### config.mk
export PLATFORM = sky130hd
export DESIGN_NAME = frame_serializer
export DESIGN_NICKNAME = d
export VERILOG_FILES = /design/src/rtl/frame_serializer_pkg.sv /design/src/rtl/lsb_prio_enc.sv /design/src/rtl/frame_serializer.sv
export SDC_FILE = /design/constraint.sdc
export NUM_CORES = 1
export LEC_CHECK = 0
export ABC_CLOCK_PERIOD_IN_PS = 5900
export BUFFER_PORTS_ARGS = -buffer_cell sky130_fd_sc_hd__buf_2
export CORE_UTILIZATION = 29
export CTS_CLUSTER_DIAMETER = 80
export DETAILED_ROUTE_END_ITERATION = 16
export PLACE_DENSITY = 0.58
export SYNTH_ARGS = -nofsm -noshare
export SYNTH_HDL_FRONTEND = slang
export SYNTH_SLANG_ARGS = --single-unit
### constraint.sdc
create_clock -name clk -period 5.9 [get_ports clk]
set_clock_uncertainty 0.15 [all_clocks]
set_input_delay 0.885 -clock clk [delete_from_list [all_inputs] [get_ports clk]]
set_output_delay 0.885 -clock clk [all_outputs]
set_load 0.005 [all_outputs]
### src/rtl/frame_serializer_pkg.sv
// Shared stream helpers: lowest-set-bit index and one-hot test on channel masks.
// Masks are zero-extended to MAX_CH so one function serves every channel count.
package frame_serializer_pkg;
  localparam int MAX_CH = 256;
  localparam int MAX_IW = 8;

  function automatic logic [MAX_IW-1:0] lsb_index(input logic [MAX_CH-1:0] mask);
    lsb_index = '0;
    for (int i = MAX_CH - 1; i >= 0; i--)
      if (mask[i]) lsb_index = MAX_IW'(i);
  endfunction

  function automatic logic onehot(input logic [MAX_CH-1:0] mask);
    onehot = (mask != '0) && ((mask & (mask - MAX_CH'(1))) == '0);
  endfunction
endpackage

### src/rtl/lsb_prio_enc.sv
// Lowest-set-bit priority encoder; index is meaningful only while valid is high.
module lsb_prio_enc
  import frame_serializer_pkg::*;
#(
  parameter int W  = 8,
  parameter int IW = (W > 1) ? $clog2(W) : 1
) (
  input  logic [W-1:0]  mask,
  output logic          valid,
  output logic [IW-1:0] index
);
  if (W > MAX_CH) begin : g_too_wide
    $error("lsb_prio_enc: W exceeds MAX_CH");
  end

  assign valid = |mask;
  assign index = IW'(lsb_index(MAX_CH'(mask)));
endmodule

### src/rtl/frame_serializer.sv
// Serializes one NCH-channel frame per handshake into AXI-Stream beats of the
// enabled channels, ascending index, with a fully registered output stage.
module frame_serializer
  import frame_serializer_pkg::*;
#(
  parameter int DW       = 24,
  parameter int NCH      = 8,
  parameter int TIDW     = 8,
  parameter int TID_BASE = 0
) (
  input  logic              clk,
  input  logic              rst,
  input  logic [NCH*DW-1:0] s_axis_tdata,
  input  logic [NCH-1:0]    s_axis_tmask,
  input  logic              s_axis_tvalid,
  output logic              s_axis_tready,
  output logic [DW-1:0]     m_axis_tdata,
  output logic [TIDW-1:0]   m_axis_tid,
  output logic              m_axis_tlast,
  output logic              m_axis_tvalid,
  input  logic              m_axis_tready
);
  localparam int IW = (NCH > 1) ? $clog2(NCH) : 1;

  if (TID_BASE + NCH > 2**TIDW) begin : g_bad_tid
    $error("frame_serializer: TID_BASE + NCH does not fit in TIDW bits");
  end

  logic [NCH-1:0][DW-1:0] frame_q;
  logic [NCH-1:0]         pend_q;
  logic [NCH-1:0]         pend_clr;
  logic [IW-1:0]          idx;
  logic                   busy, slot_free, emit, accept, last;

  lsb_prio_enc #(.W(NCH), .IW(IW)) u_enc (
    .mask  (pend_q),
    .valid (busy),
    .index (idx)
  );

  assign slot_free = !m_axis_tvalid || m_axis_tready;
  assign emit      = busy && slot_free;
  assign pend_clr  = pend_q & ~(NCH'(1) << idx);
  assign last      = (pend_clr == '0);

  // Refill on the same cycle the final pending channel leaves, so frames butt up.
  assign s_axis_tready = rst && ((pend_q == '0) || (onehot(MAX_CH'(pend_q)) && slot_free));
  assign accept        = s_axis_tvalid && s_axis_tready;

  always_ff @(posedge clk or negedge rst) begin
    if (!rst) begin
      frame_q       <= '0;
      pend_q        <= '0;
      m_axis_tdata  <= '0;
      m_axis_tid    <= '0;
      m_axis_tlast  <= 1'b0;
      m_axis_tvalid <= 1'b0;
    end else begin
      if (emit) begin
        m_axis_tdata  <= frame_q[idx];
        m_axis_tid    <= TIDW'(TID_BASE + int'(idx));
        m_axis_tlast  <= last;
        m_axis_tvalid <= 1'b1;
      end else if (m_axis_tvalid && m_axis_tready) begin
        m_axis_tvalid <= 1'b0;
      end

      if (accept) begin
        frame_q <= s_axis_tdata;
        pend_q  <= s_axis_tmask;
      end else if (emit) begin
        pend_q  <= pend_clr;
      end
    end
  end
endmodule
# Word-level counts from Yosys, hierarchy flattened
# Cells that the tools add are included.
# totals
regBits	229
in_bits	204
out_inout_bits	35
wordCells	49
# classes
addsub	1
order_cmp	1
shift	1
muxes	14
n_bitwise	3
n_reduce_logical	16
# ops
op	n
$and A8 B256 Y256	1
$logic_not A256 Y1	1
$bmux W24 S3	1
$mux W24	1
$mux W3	8
$logic_not A8 Y1	2
$mux W8	2
$sub A8 B1 Y9 const B	1
$and A8 B8 Y8	1
$not A8 Y8	1
$reduce_bool A8 Y1	1
$reduce_or A8 Y1	1
$shl A1 B3 Y8 const A	1
$logic_and A1 B1 Y1	6
$lt A3 B4 Y1 const B	1
$reduce_bool A2 Y1	2
$logic_or A1 B1 Y1	2
$mux W1	2
$logic_not A1 Y1	1

# Depth between registers and ports, before layout
# Gate-level depths: netlist (run 1).
# depth
word_depth	13
ltp_mapped	9
mapped_depth_nobuf	5

# By module
# From an unflattened synthesis (run 1), not the netlist that was laid out.
# hier_totals
cells_unflattened	1159
hier_area_um2	11810.1
# by_module_without_submodules
module	n_inst	cells_each	area_per_inst_um2	seq_area_each_um2
frame_serializer	1	1146	11728.7	5730.5
lsb_prio_enc	1	13	81.3	0.0

# Least setup slack after synthesis (run 1)
# Ideal clock, no wire load.
# synth_path
path_kind	input -> output
from	input m_axis_tready
to	output s_axis_tready
t_arrival_ps	1689
path_slack_ps	3176
cell_stages	5
path_buffers	0
cell_sequence	nand2b_1 > and3_1 > nor3_2 > a21o_1 > a21boi_0
# synth_between
elab_chain_cells	4
# synth_lines
element	line_no	rtl
start, declared	frame_serializer.sv:21	input logic m_axis_tready
$logic_or A1 B1 Y1	frame_serializer.sv:41	assign slot_free = !m_axis_tvalid || m_axis_tready;
$logic_and A1 B1 Y1	frame_serializer.sv:47	assign s_axis_tready = rst && ((pend_q == '0) || (onehot(MAX_CH'(pend_q)) && slot_free));
$logic_or A1 B1 Y1	frame_serializer.sv:47	
$logic_and A1 B1 Y1	frame_serializer.sv:47	
end, declared	frame_serializer.sv:16	output logic s_axis_tready,
# Every way passes these cells.

# Final worst setup path (run 1)
# layout_path
from	register pend_q[0]
to	output s_axis_tready
# layout_between
elab_chain_cells	7
elab_cells_between_ends	9
classes_between	add/sub: 1; bitwise: 1; reduce/logical: 7
# layout_lines
element	line_no	rtl
start, declared	frame_serializer.sv:30	logic [NCH-1:0] pend_q;
start signal, assigned	frame_serializer.sv:70	pend_q <= s_axis_tmask;
start signal, assigned	frame_serializer.sv:72	pend_q <= pend_clr;
$sub A8 B1 Y9	frame_serializer_pkg.sv:14	onehot = (mask != '0) && ((mask & (mask - MAX_CH'(1))) == '0);
$and A8 B256 Y256	frame_serializer_pkg.sv:14	
$logic_not A256 Y1	frame_serializer_pkg.sv:14	
$logic_and A1 B1 Y1	frame_serializer_pkg.sv:14	
$logic_and A1 B1 Y1	frame_serializer.sv:47	
$logic_or A1 B1 Y1 *	frame_serializer.sv:47	
$logic_and A1 B1 Y1 *	frame_serializer.sv:47	
# Every way passes the cells marked *; elsewhere a longest branch is shown, timed or not.

==> results.json, run 1 <==
{
  "antenna_found_initial": 5,
  "grt_pass1_wl_mm": 45.0,
  "cts_hold_buf": 0,
  "firstDrtPassIters": 7,
  "post-route-period-util_pct": 62.8,
  "synth.most_common_cell": "dfrtp_1",
  "die_area_mm2": 0.0389,
  "area_delta_synth_final_pct": 22.7,
  "core_area_mm2": 0.0376,
  "synth_common_cells": "dfrtp_1 (229), mux2_4 (190), mux2_2 (49), a222oi_1 (41), nand2_1 (30)",
  "synth_edf_count": 0,
  "synth_top_area_share_pct": 51.9,
  "worst-r2r-setup-slack_ns": 2.36,
  "via_per_inst": 4.68,
  "initial_core_util_pct": 29.4,
  "synthCells": 704,
  "start_kind": "register",
  "route.detailed.drc": 0,
  "pwr-share-comb_pct": 45.6,
  "netlist_top_cells_area": "dfrtp_1 (52%), mux2_4 (26%), mux2_2 (5.0%)",
  "avgSynthCellArea_um2": 15.7,
  "nNetsFinal": 1134,
  "status": "complete, no violations",
  "fin_cells": 1467,
  "synth_top_area_cell": "dfrtp_1",
  "fin_area_mm2": 0.0136,
  "drt-initial-drc-count": 424,
  "max-slew-margin-rel_pct": 17.8,
  "drv_cap": 0,
  "insertion_delay_ns": 0.55,
  "tns_ns": 0,
  "cts_resized": 0,
  "critPathKind": "reg -> out",
  "end_kind": "primary output",
  "cp-endpoint": "s_axis_tready",
  "num_vias": 6861,
  "worst-path-max-fanout": 16,
  "finalHoldViolCount": 0,
  "period_needed_ns": 3.71,
  "port_buffers": 233,
  "hp-class": "in -> async",
  "die-height_um": 197,
  "htreeDepth": 1,
  "ys_seq_area_share_pct": 51.9,
  "async_reset_ff_share_pct": 100,
  "r2r_end": "frame_q[14]$_DFFE_PN0P_",
  "power_leakage_nw": 6.23,
  "reg2regPathDepth": 6,
  "cts_setup_buffers": 0,
  "p_int_mw": 5.84,
  "switching_share_pct": 34.3,
  "p_seq_share_pct": 32.6,
  "routedWlPerCell_um": 21.0,
  "grt_overflow": 0,
  "globalplace.congestion": 0.826,
  "die_width_um": 197,
  "numCtsBuffers": 30,
  "cts_buffer_depth": 3,
  "grt_max_degree": 128,
  "rsz0062_at_grt": "no",
  "switchingPower_mw": 3.05,
  "r2r_start": "pend_q[0]$_DFFE_PN0P_",
  "setup_viol": 0,
  "fmax_ghz": 0.270,
  "critical_path_required_ns": 4.87,
  "rows": 71,
  "ant_nets": 0,
  "slew_viol_final": 0,
  "crit_start": "pend_q[0]$_DFFE_PN0P_",
  "tightest_slew_ns": 1.23,
  "postPlaceCellArea_mm2": 0.0125,
  "yosysWarnings": 0,
  "fin_util_pct": 36.1,
  "max-vdd-ir-drop_mv": 0.383,
  "cts.clk_slew.worst_paths_ns": 0.05,
  "io_pins": 239,
  "grt_usage_pct": 15.7,
  "drive_gt1_share_pct": 57.4,
  "cts.sinks": 229,
  "p_clk_share_pct": 21.8,
  "place_hpwl_mm": 20.9,
  "yosys_most_used_dff": "dfrtp_1",
  "cts_tree": "done",
  "synth_seq_cells": 229,
  "fin_hold_ws_ns": 0.158,
  "yosysUniqueCellTypes": 44,
  "grt_pass1_vias": 6972,
  "cts_root_buf": "clkbuf_16",
  "placed_cells": 1409,
  "wirelength_mm": 30.8,
  "critPathArrivalTime_ns": 2.67,
  "power_density_mw_per_mm2": 656,
  "synth_area_mm2": 0.0110
}
==> how the worst min path moves through the flow <==
stage | from | endpoint | slack [ns] | cells after the start
after floorplan | frame_q[1]$_DFFE_PN0P_ | frame_q[1]$_DFFE_PN0P_ | 0.31 | 1
after global placement | m_axis_tid[2]$_DFFE_PN0P_ | m_axis_tid[2]$_DFFE_PN0P_ | 0.31 | 2
after detailed placement | m_axis_tid[2]$_DFFE_PN0P_ | m_axis_tid[2]$_DFFE_PN0P_ | 0.31 | 2
after CTS | rst | frame_q[176]$_DFFE_PN0P_ | 0.20 | 1
after global routing | rst | frame_q[176]$_DFFE_PN0P_ | 0.20 | 1
final | rst | frame_q[176]$_DFFE_PN0P_ | 0.16 | 1
==> registers in the layout, indices dropped and copies added (netlist names) <==
register and count:
m_axis_tdata 24, pend_q 8, frame_q 192, m_axis_tvalid 1
m_axis_tid 3, m_axis_tlast 1
==> cell type report <==
| type | instances | area, um^2 |
|---|---|---|
| fillers | 3635 | 24000 |
| clock inverters | 11 | 166 |
| clock buffers | 44 | 905 |
| repair buffers | 247 | 1310 |
| diodes | 3 | 7.51 |
| flip-flops and latches | 229 | 5730 |
| well taps | 511 | 639 |
| inverters | 4 | 15.0 |
| multi-input cells | 418 | 4780 |
==> power by group through the flow <==
stage	logic, mW	clock network, mW	registers (mW)
2_1_floorplan	3.14	0	2.72
3_3_place_gp	4.12	0	2.89
3_5_place_dp	4.18	0	2.91
4_1_cts	4.20	2.00	2.90
5_1_grt	4.40	2.07	3.00
6_report	4.05	1.93	2.90
==> cells in the final DEF, fill, tap and decap left out, types with 3 or more instances in the layout <==
cell       Yosys  routed
o211ai_1      19      19
a22o_1        10      10
o21ai_0        9       8
bufinv_16      0       4
a222oi_1      41      41
mux2_4       190     190
a22oi_1        7       7
clkbuf_16      0      31
diode_2        0       3
o2bb2ai_1      3       3
nand2_1       30      30
inv_1          4       4
nor2_1         9       9
clkbuf_8       0       8
mux2_2        49      49
a21oi_1        6       5
buf_4          5      12
a2bb2oi_1      8       7
conb_1         1       5
clkbuf_1      21       5
dfrtp_1      229     229
buf_2          7     232
and3_1         3       3
clkinv_2       0       4
==> per-stage QoR <==
stage | setup slack, ns | total power, mW
6_report | 2.19 | 8.88
5_1_grt | 2.06 | 9.47
4_1_cts | 2.19 | 9.10
3_5_place_dp | 2.19 | 7.09
3_3_place_gp | 2.24 | 7.02
2_1_floorplan | 3.18 | 5.86
==> per-layer routing <==
metal	GRT usage [%]	wire, um	vias up
met5	0	12	-
met1	21.3	13500	3490
li1	-	-	3115
met2	25.5	14900	224
met4	3.53	470	2
met3	3.35	1940	30
==> cells by family after synthesis <==
logic type,after synthesis,share of synthesized area (%)
compound gates,111,8.74
other cells,1,0.0340
buf+inv,61,5.60
fa+ha+maj,1,0.0907
simple gates,60,2.60
mux,241,31.0
flops,229,51.9
==> worst max-delay path, stage by stage (launching register included) <==
cell       delay [ns]
dfrtp_1          0.62
maj3_1           0.46
o2bb2ai_1        0.25
nand4_1          0.21
a21o_1           0.25
a21boi_0         0.19
buf_2            0.15
No activity file was read; power rests on OpenSTA's default activity.
==> run 2: changes to the inputs <==
--- a/config.mk
+++ b/config.mk
@@ -5,12 +5,13 @@
 export SDC_FILE = /design/constraint.sdc
 export NUM_CORES = 1
 export LEC_CHECK = 0
-export ABC_CLOCK_PERIOD_IN_PS = 5900
+export ABC_AREA = 1
+export ABC_CLOCK_PERIOD_IN_PS = 3340
 export BUFFER_PORTS_ARGS = -buffer_cell sky130_fd_sc_hd__buf_2
 export CORE_UTILIZATION = 29
 export CTS_CLUSTER_DIAMETER = 80
 export DETAILED_ROUTE_END_ITERATION = 16
-export PLACE_DENSITY = 0.58
+export PLACE_DENSITY = 0.59
 export SYNTH_ARGS = -nofsm -noshare
 export SYNTH_HDL_FRONTEND = slang
 export SYNTH_SLANG_ARGS = --single-unit
==> constraint.sdc (replaced) <==
create_clock -name clk -period 3.34 [get_ports clk]
set_clock_uncertainty 0.15 [all_clocks]
set_input_delay 0.501 -clock clk [delete_from_list [all_inputs] [get_ports clk]]
set_output_delay 0.501 -clock clk [all_outputs]
set_load 0.005 [all_outputs]
==> run 2 against run 1 <==
- first-iteration DRC count is 57% higher
- register-to-register slack lost 1.6 ns
- non-clock buffer count is 6 higher
- critical path depth up 4
- worst setup slack worse by 2.0 ns
- critical path type unchanged
==> results.json, run 2 <==
{
  "status": "complete, no violations",
  "tns_ns": 0,
  "slew_viol_final": 0,
  "period_needed_ns": 3.10,
  "fmax_ghz": 0.322,
  "io_pins": 239,
  "cts.clk_slew.worst_paths_ns": 0.06,
  "drive_gt1_share_pct": 19.5,
  "initial_core_util_pct": 29.7,
  "core_area_mm2": 0.0379,
  "max-vdd-ir-drop_mv": 0.761,
  "yosysUniqueCellTypes": 26,
  "grt_max_degree": 182,
  "top_regs": "frame_q: 192 flops, m_axis_tdata: 24 flops, pend_q: 8 flops",
  "synth_top_area_share_pct": 50.9,
  "placed_cells": 2080,
  "tightest_slew_ns": 1.39,
  "cts_root_buf": "clkbuf_16",
  "cts_setup_buffers": 0,
  "max-slew-margin-rel_pct": 7.32,
  "largest_reg_flops": 192,
  "yosysWarnings": 0,
  "cts_hold_buf": 1,
  "grt_usage_pct": 20.2,
  "cpMostUsedCell": "nand2_1",
  "firstDrtPassIters": 5,
  "async_reset_ff_share_pct": 100,
  "wirelength_mm": 40.4,
  "die_width_um": 199,
  "cts.sinks": 229,
  "synthCells": 1440,
  "ys_seq_area_share_pct": 50.9,
  "drt-initial-drc-count": 667,
  "num_vias": 10628,
  "final_cell_mix": "nand2_1 (536), nand3_1 (345), buf_2 (231)",
  "rows": 71,
  "worst-r2r-setup-slack_ns": 0.74,
  "post-route-period-util_pct": 92.9,
  "antenna_found_initial": 3,
  "synth_area_mm2": 0.0113,
  "drv_cap": 0,
  "netlist_top_cells_area": "dfrtp_1 (51%), nand2_1 (18%), nand3_1 (15%)",
  "cts_resized": 0,
  "end_kind": "primary output",
  "globalplace.congestion": 0.855,
  "final_common_cell": "nand2_1",
  "finalHoldViolCount": 0,
  "fillers": 4082,
  "power_density_mw_per_mm2": 1070,
  "critPathMaxStageDelay_ns": 0.45,
  "fin_cells": 2129,
  "synth_seq_cells": 229,
  "synth_edf_count": 0,
  "place_hpwl_mm": 27.4,
  "routedWlPerCell_um": 19.0,
  "critPathKind": "reg -> out",
  "critPathArrivalTime_ns": 2.45,
  "grt_pass1_vias": 10024,
  "route.detailed.drc": 0,
  "antenna_cells": 0,
  "worst-path-max-fanout": 10,
  "setup_viol": 0,
  "numCtsBuffers": 27,
  "via_per_inst": 4.99,
  "synth_top_area_cell": "dfrtp_1",
  "die_area_mm2": 0.0396,
  "port_buffers": 233,
  "die-height_um": 199,
  "area_delta_synth_final_pct": 21.6,
  "ant_nets": 0,
  "fin_util_pct": 36.1,
  "avgSynthCellArea_um2": 7.82,
  "insertion_delay_ns": 0.53,
  "grt_overflow": 0,
  "crit_chain": "nor2_4 > nand2_2 > inv_2 > nand2_1 > nand2_1 > nand2_1 > nor2_1 > nand2_2 > a21boi_4 > buf_2",
  "hp-class": "in -> reg",
  "grt_pass1_wl_mm": 60.8,
  "htreeDepth": 1,
  "cts_buffer_depth": 3,
  "critical_path_required_ns": 2.69,
  "regMostFlops": "frame_q",
  "yosys_most_used_dff": "dfrtp_1",
  "nNetsFinal": 1803,
  "rsz0062_at_grt": "no",
  "cts_tree": "done",
  "synth_common_cells": "nand2_1 (538), nand3_1 (345), dfrtp_1 (229), nand4_1 (103), clkbuf_1 (56)",
  "slowest_stage": "dfrtp_1",
  "power_leakage_nw": 7.25,
  "power_mw": 14.6,
  "start_kind": "register",
  "synth.most_common_cell": "nand2_1"
}
-- run 2: final timing paths --
kind | from | endpoint | cells past startpoint
min in group asynchronous | rst | pend_q[5]$_DFFE_PN0P_ | 2
min | s_axis_tdata[173] | frame_q[173]$_DFFE_PN0P_ | 3
min reg2reg | frame_q[168]$_DFFE_PN0P_ | frame_q[168]$_DFFE_PN0P_ | 2
max reg2reg | pend_q[4]$_DFFE_PN0P_ | pend_q[0]$_DFFE_PN0P_ | 10
max in group asynchronous | rst | frame_q[101]$_DFFE_PN0P_ | 3
max | pend_q[2]$_DFFE_PN0P_ | s_axis_tready | 10
-- run 2: routing by layer --
| layer | up-vias | part of all wire [%] | global-route usage [%] | wire (um) |
|---|---|---|---|---|
| met4 | 2 | 2.2 | 5.13 | 896 |
| li1 | 5108 | - | - | - |
| met2 | 347 | 43 | 29.7 | 17500 |
| met3 | 53 | 6.0 | 2.85 | 2430 |
| met5 | - | 0.025 | 0 | 10 |
| met1 | 5118 | 48 | 30.9 | 19500 |
-- run 2: metrics by stage --
step / area [um^2] / hold slack [ns] / setup WS [ns]
floorplan: 11300 / 0.0554 / 1.27
global placement: 12800 / 0.313 / 0.831
detailed placement: 12800 / 0.315 / 0.788
CTS: 13700 / 0.0204 / 0.219
global route: 13700 / 0.0310 / 0.0561
finish: 13700 / 0.0410 / 0.238
-- run 2: final cells by class --
class,instances,area [um^2],area share [%]
multi-input cells,1043,4790,35.0
clock buffers,36,759,5.55
repair buffers,253,1460,10.7
flip-flops and latches,229,5730,41.8
clock inverters,12,141,1.03
well taps,511,639,4.67
inverters,45,169,1.23
-- run 2: where the power goes --
part	leakage, nW	total, mW	switching (mW)	internal [mW]
logic	3.93	6.77	4.68	2.09
registers	2.87	4.83	0.770	4.06
clock network	0.448	3.02	1.20	1.82
total	7.25	14.6	6.66	7.97
-- run 2: logic make-up after synthesis --
family	Yosys count	synth area share (%)
other	1	0.0333
and+or+nand+nor	1027	41.5
DFF	229	50.9
AOI/OAI and AO/OA	11	0.611
buffers and inverters	172	6.94
-- run 2: critical path, delay by kind of cell, from the launching register on --
| family | cells | cell delay [ns] |
|---|---|---|
| AO/OA/AOI/OAI | 1 | 0.45 |
| buffers and inverters | 2 | 0.32 |
| flip-flops | 1 | 0.45 |
| AND/OR/NAND/NOR | 7 | 0.67 |
==> run 3: changes to the inputs <==
--- a/config.mk
+++ b/config.mk
@@ -5,13 +5,12 @@
 export SDC_FILE = /design/constraint.sdc
 export NUM_CORES = 1
 export LEC_CHECK = 0
-export ABC_AREA = 1
 export ABC_CLOCK_PERIOD_IN_PS = 3340
 export BUFFER_PORTS_ARGS = -buffer_cell sky130_fd_sc_hd__buf_2
 export CORE_UTILIZATION = 29
 export CTS_CLUSTER_DIAMETER = 80
 export DETAILED_ROUTE_END_ITERATION = 16
-export PLACE_DENSITY = 0.59
+export PLACE_DENSITY = 0.6
 export SYNTH_ARGS = -nofsm -noshare
 export SYNTH_HDL_FRONTEND = slang
 export SYNTH_SLANG_ARGS = --single-unit
==> run 3 against run 2 <==
- design area grew 3.3%
- via count is 33% lower
- clock power decreased by 3%
- cell count shrank 28%
- non-clock buffer count is 71 higher
- routed wire length shrank 24%
- worst setup slack worse by 0.015 ns
- worst hold slack lost 0.0080 ns
- critical path depth shrank 4
- core utilization is 1.5 points higher
- clock-buffer cell count is 1 lower
- critical path type is now reg -> reg
- critical endpoint is now frame_q[67]$_DFFE_PN0P_
- largest power group unchanged
- highest routed layer is now met4
==> results.json, run 3 (synthesis results as in run 1) <==
{
  "max-slew-margin-rel_pct": 34.2,
  "r2r_end": "frame_q[67]$_DFFE_PN0P_",
  "area_delta_synth_final_pct": 28.1,
  "final_common_cell": "buf_2",
  "antenna_cells": 0,
  "switchingPower_mw": 5.49,
  "grt_pass1_wl_mm": 46.1,
  "antenna_found_initial": 0,
  "fmax_ghz": 0.321,
  "routedWlPerCell_um": 20.1,
  "worst-path-max-fanout": 75,
  "firstDrtPassIters": 6,
  "pwr-share-comb_pct": 48.6,
  "fin_util_pct": 37.6,
  "critPathArrivalTime_ns": 3.39,
  "grt_max_degree": 159,
  "crit_start": "pend_q[0]$_DFFE_PN0P_",
  "cp-endpoint": "frame_q[67]$_DFFE_PN0P_",
  "worst-r2r-setup-slack_ns": 0.22,
  "critical_path_required_ns": 3.62,
  "place_hpwl_mm": 21.1,
  "cts_tree": "done",
  "initial_core_util_pct": 29.4,
  "largest_reg_flops": 192,
  "insertion_delay_ns": 0.55,
  "final_cell_mix": "buf_2 (232), dfrtp_1 (229), mux2_4 (190)",
  "via_per_inst": 4.64,
  "rows": 71,
  "hp-class": "in -> reg",
  "ant_nets": 0,
  "cts_root_buf": "clkbuf_16",
  "top_regs": "frame_q: 192 flops, m_axis_tdata: 24 flops, pend_q: 8 flops",
  "power_density_mw_per_mm2": 1100,
  "p_int_mw": 10.1,
  "p_clk_share_pct": 18.8,
  "grt_usage_pct": 15.7,
  "numCtsBuffers": 29,
  "io_pins": 239,
  "slew_viol_final": 0,
  "post-route-period-util_pct": 93.3,
  "cts_buffer_depth": 3,
  "die_area_mm2": 0.0389,
  "period_needed_ns": 3.12,
  "die-height_um": 197,
  "power_leakage_nw": 6.50,
  "cts_setup_buffers": 0,
  "switching_share_pct": 35.1,
  "die_width_um": 197,
  "wirelength_mm": 30.9,
  "nNetsFinal": 1210,
  "grt_overflow": 0,
  "drive_gt1_share_pct": 54.9,
  "r2r_start": "pend_q[0]$_DFFE_PN0P_",
  "end_kind": "register",
  "status": "complete, no violations",
  "p_seq_share_pct": 32.7,
  "rsz0062_at_grt": "no",
  "reg2regPathDepth": 6,
  "tns_ns": 0,
  "start_kind": "register",
  "drt-initial-drc-count": 415,
  "cts.sinks": 229,
  "tightest_slew_ns": 0.988,
  "grt_pass1_vias": 7569,
  "power_mw": 15.6,
  "port_buffers": 233,
  "globalplace.congestion": 0.872,
  "cts_resized": 0,
  "route.detailed.drc": 0,
  "cts.clk_slew.worst_paths_ns": 0.06,
  "core_area_mm2": 0.0376,
  "num_vias": 7127,
  "finalHoldViolCount": 0,
  "critPathKind": "reg -> reg",
  "max-vdd-ir-drop_mv": 0.600,
  "drv_cap": 0,
  "setup_viol": 0,
  "htreeDepth": 1,
  "regMostFlops": "frame_q"
}
==> run 3: cell count changes in the layout (fill, tap and decap cells not counted), sizes merged, moves of 7 or more <==
| cell | before | now |
|---|---|---|
| nand2 | 543 | 30 |
| nand3 | 346 | 1 |
| mux2 | 0 | 241 |
| nand4 | 103 | 1 |
| dlygate4sd3 | 1 | 57 |
| a222oi | 0 | 41 |
| inv | 45 | 6 |
| nand3b | 24 | 0 |
| o211ai | 1 | 19 |
| buf | 252 | 267 |
| a22o | 0 | 10 |
| a2bb2oi | 0 | 8 |
| a22oi | 0 | 7 |
==> run 3: power by group through the flow <==
| stage | sequential (mW) | combinational [mW] | clock (mW) |
|---|---|---|---|
| global route | 5.28 | 8.15 | 3.13 |
| floorplan | 4.80 | 5.55 | 0 |
| finish | 5.10 | 7.59 | 2.93 |
| detailed placement | 5.12 | 7.71 | 0 |
| CTS | 5.10 | 7.80 | 3.02 |
| global placement | 5.08 | 7.62 | 0 |
==> run 3: worst min-delay path by stage <==
| stage | cells after the start | start | end |
|---|---|---|---|
| finish | 2 | s_axis_tmask[3] | pend_q[3]$_DFFE_PN0P_ |
| detailed placement | 2 | m_axis_tid[2]$_DFFE_PN0P_ | m_axis_tid[2]$_DFFE_PN0P_ |
| CTS | 2 | s_axis_tdata[70] | frame_q[70]$_DFFE_PN0P_ |
| floorplan | 0 | rst | frame_q[0]$_DFFE_PN0P_ |
| global placement | 2 | m_axis_tid[2]$_DFFE_PN0P_ | m_axis_tid[2]$_DFFE_PN0P_ |
| global route | 2 | s_axis_tdata[185] | frame_q[185]$_DFFE_PN0P_ |
==> run 3: what timing repair did <==
action / CTS / global route
endpoints found under the hold margin: 110 / 0
endpoints found under the setup margin: 0 / 0
hold buffers: 57 / 0
==> run 3: layout make-up <==
| type | count | area (um^2) |
|---|---|---|
| fill | 3621 | 23400 |
| clock inverter | 16 | 120 |
| multi-input combinational | 418 | 4780 |
| tap | 511 | 639 |
| inverter | 4 | 15.0 |
| timing repair buffer | 324 | 2100 |
| clock buffer | 35 | 758 |
| sequential | 229 | 5730 |
==> run 3: metal layers <==
layer  wire length, um  track usage (%)  vias up
met5                 0                0        -
met4               595             4.11        0
met3              2140             3.47       39
met2             15000             26.1      239
met1             13200             20.7     3591
li1                  -                -     3258
==> run 3: worst max-delay path: stages, from the launching register on <==
cell and delay (ns):
dfrtp_1 0.47, nor4_1 0.53, and3_1 0.31, nand2_1 0.14, a221oi_4 0.44, buf_12 0.41
mux2_4 0.36
==> run 3: metrics by stage <==
step / hold WS (ns) / setup WS, ns / instance area (um^2) / std cells
after CTS: 0.0000210 / 0.224 / 14100 / 1537
after floorplan: 0.0554 / 0.783 / 11100 / 708
after detailed placement: 0.312 / 0.348 / 12700 / 1429
after global placement: 0.309 / 0.402 / 12700 / 1429
after global routing: 0.00154 / 0.0695 / 14100 / 1537
final: 0.0330 / 0.223 / 14100 / 1537
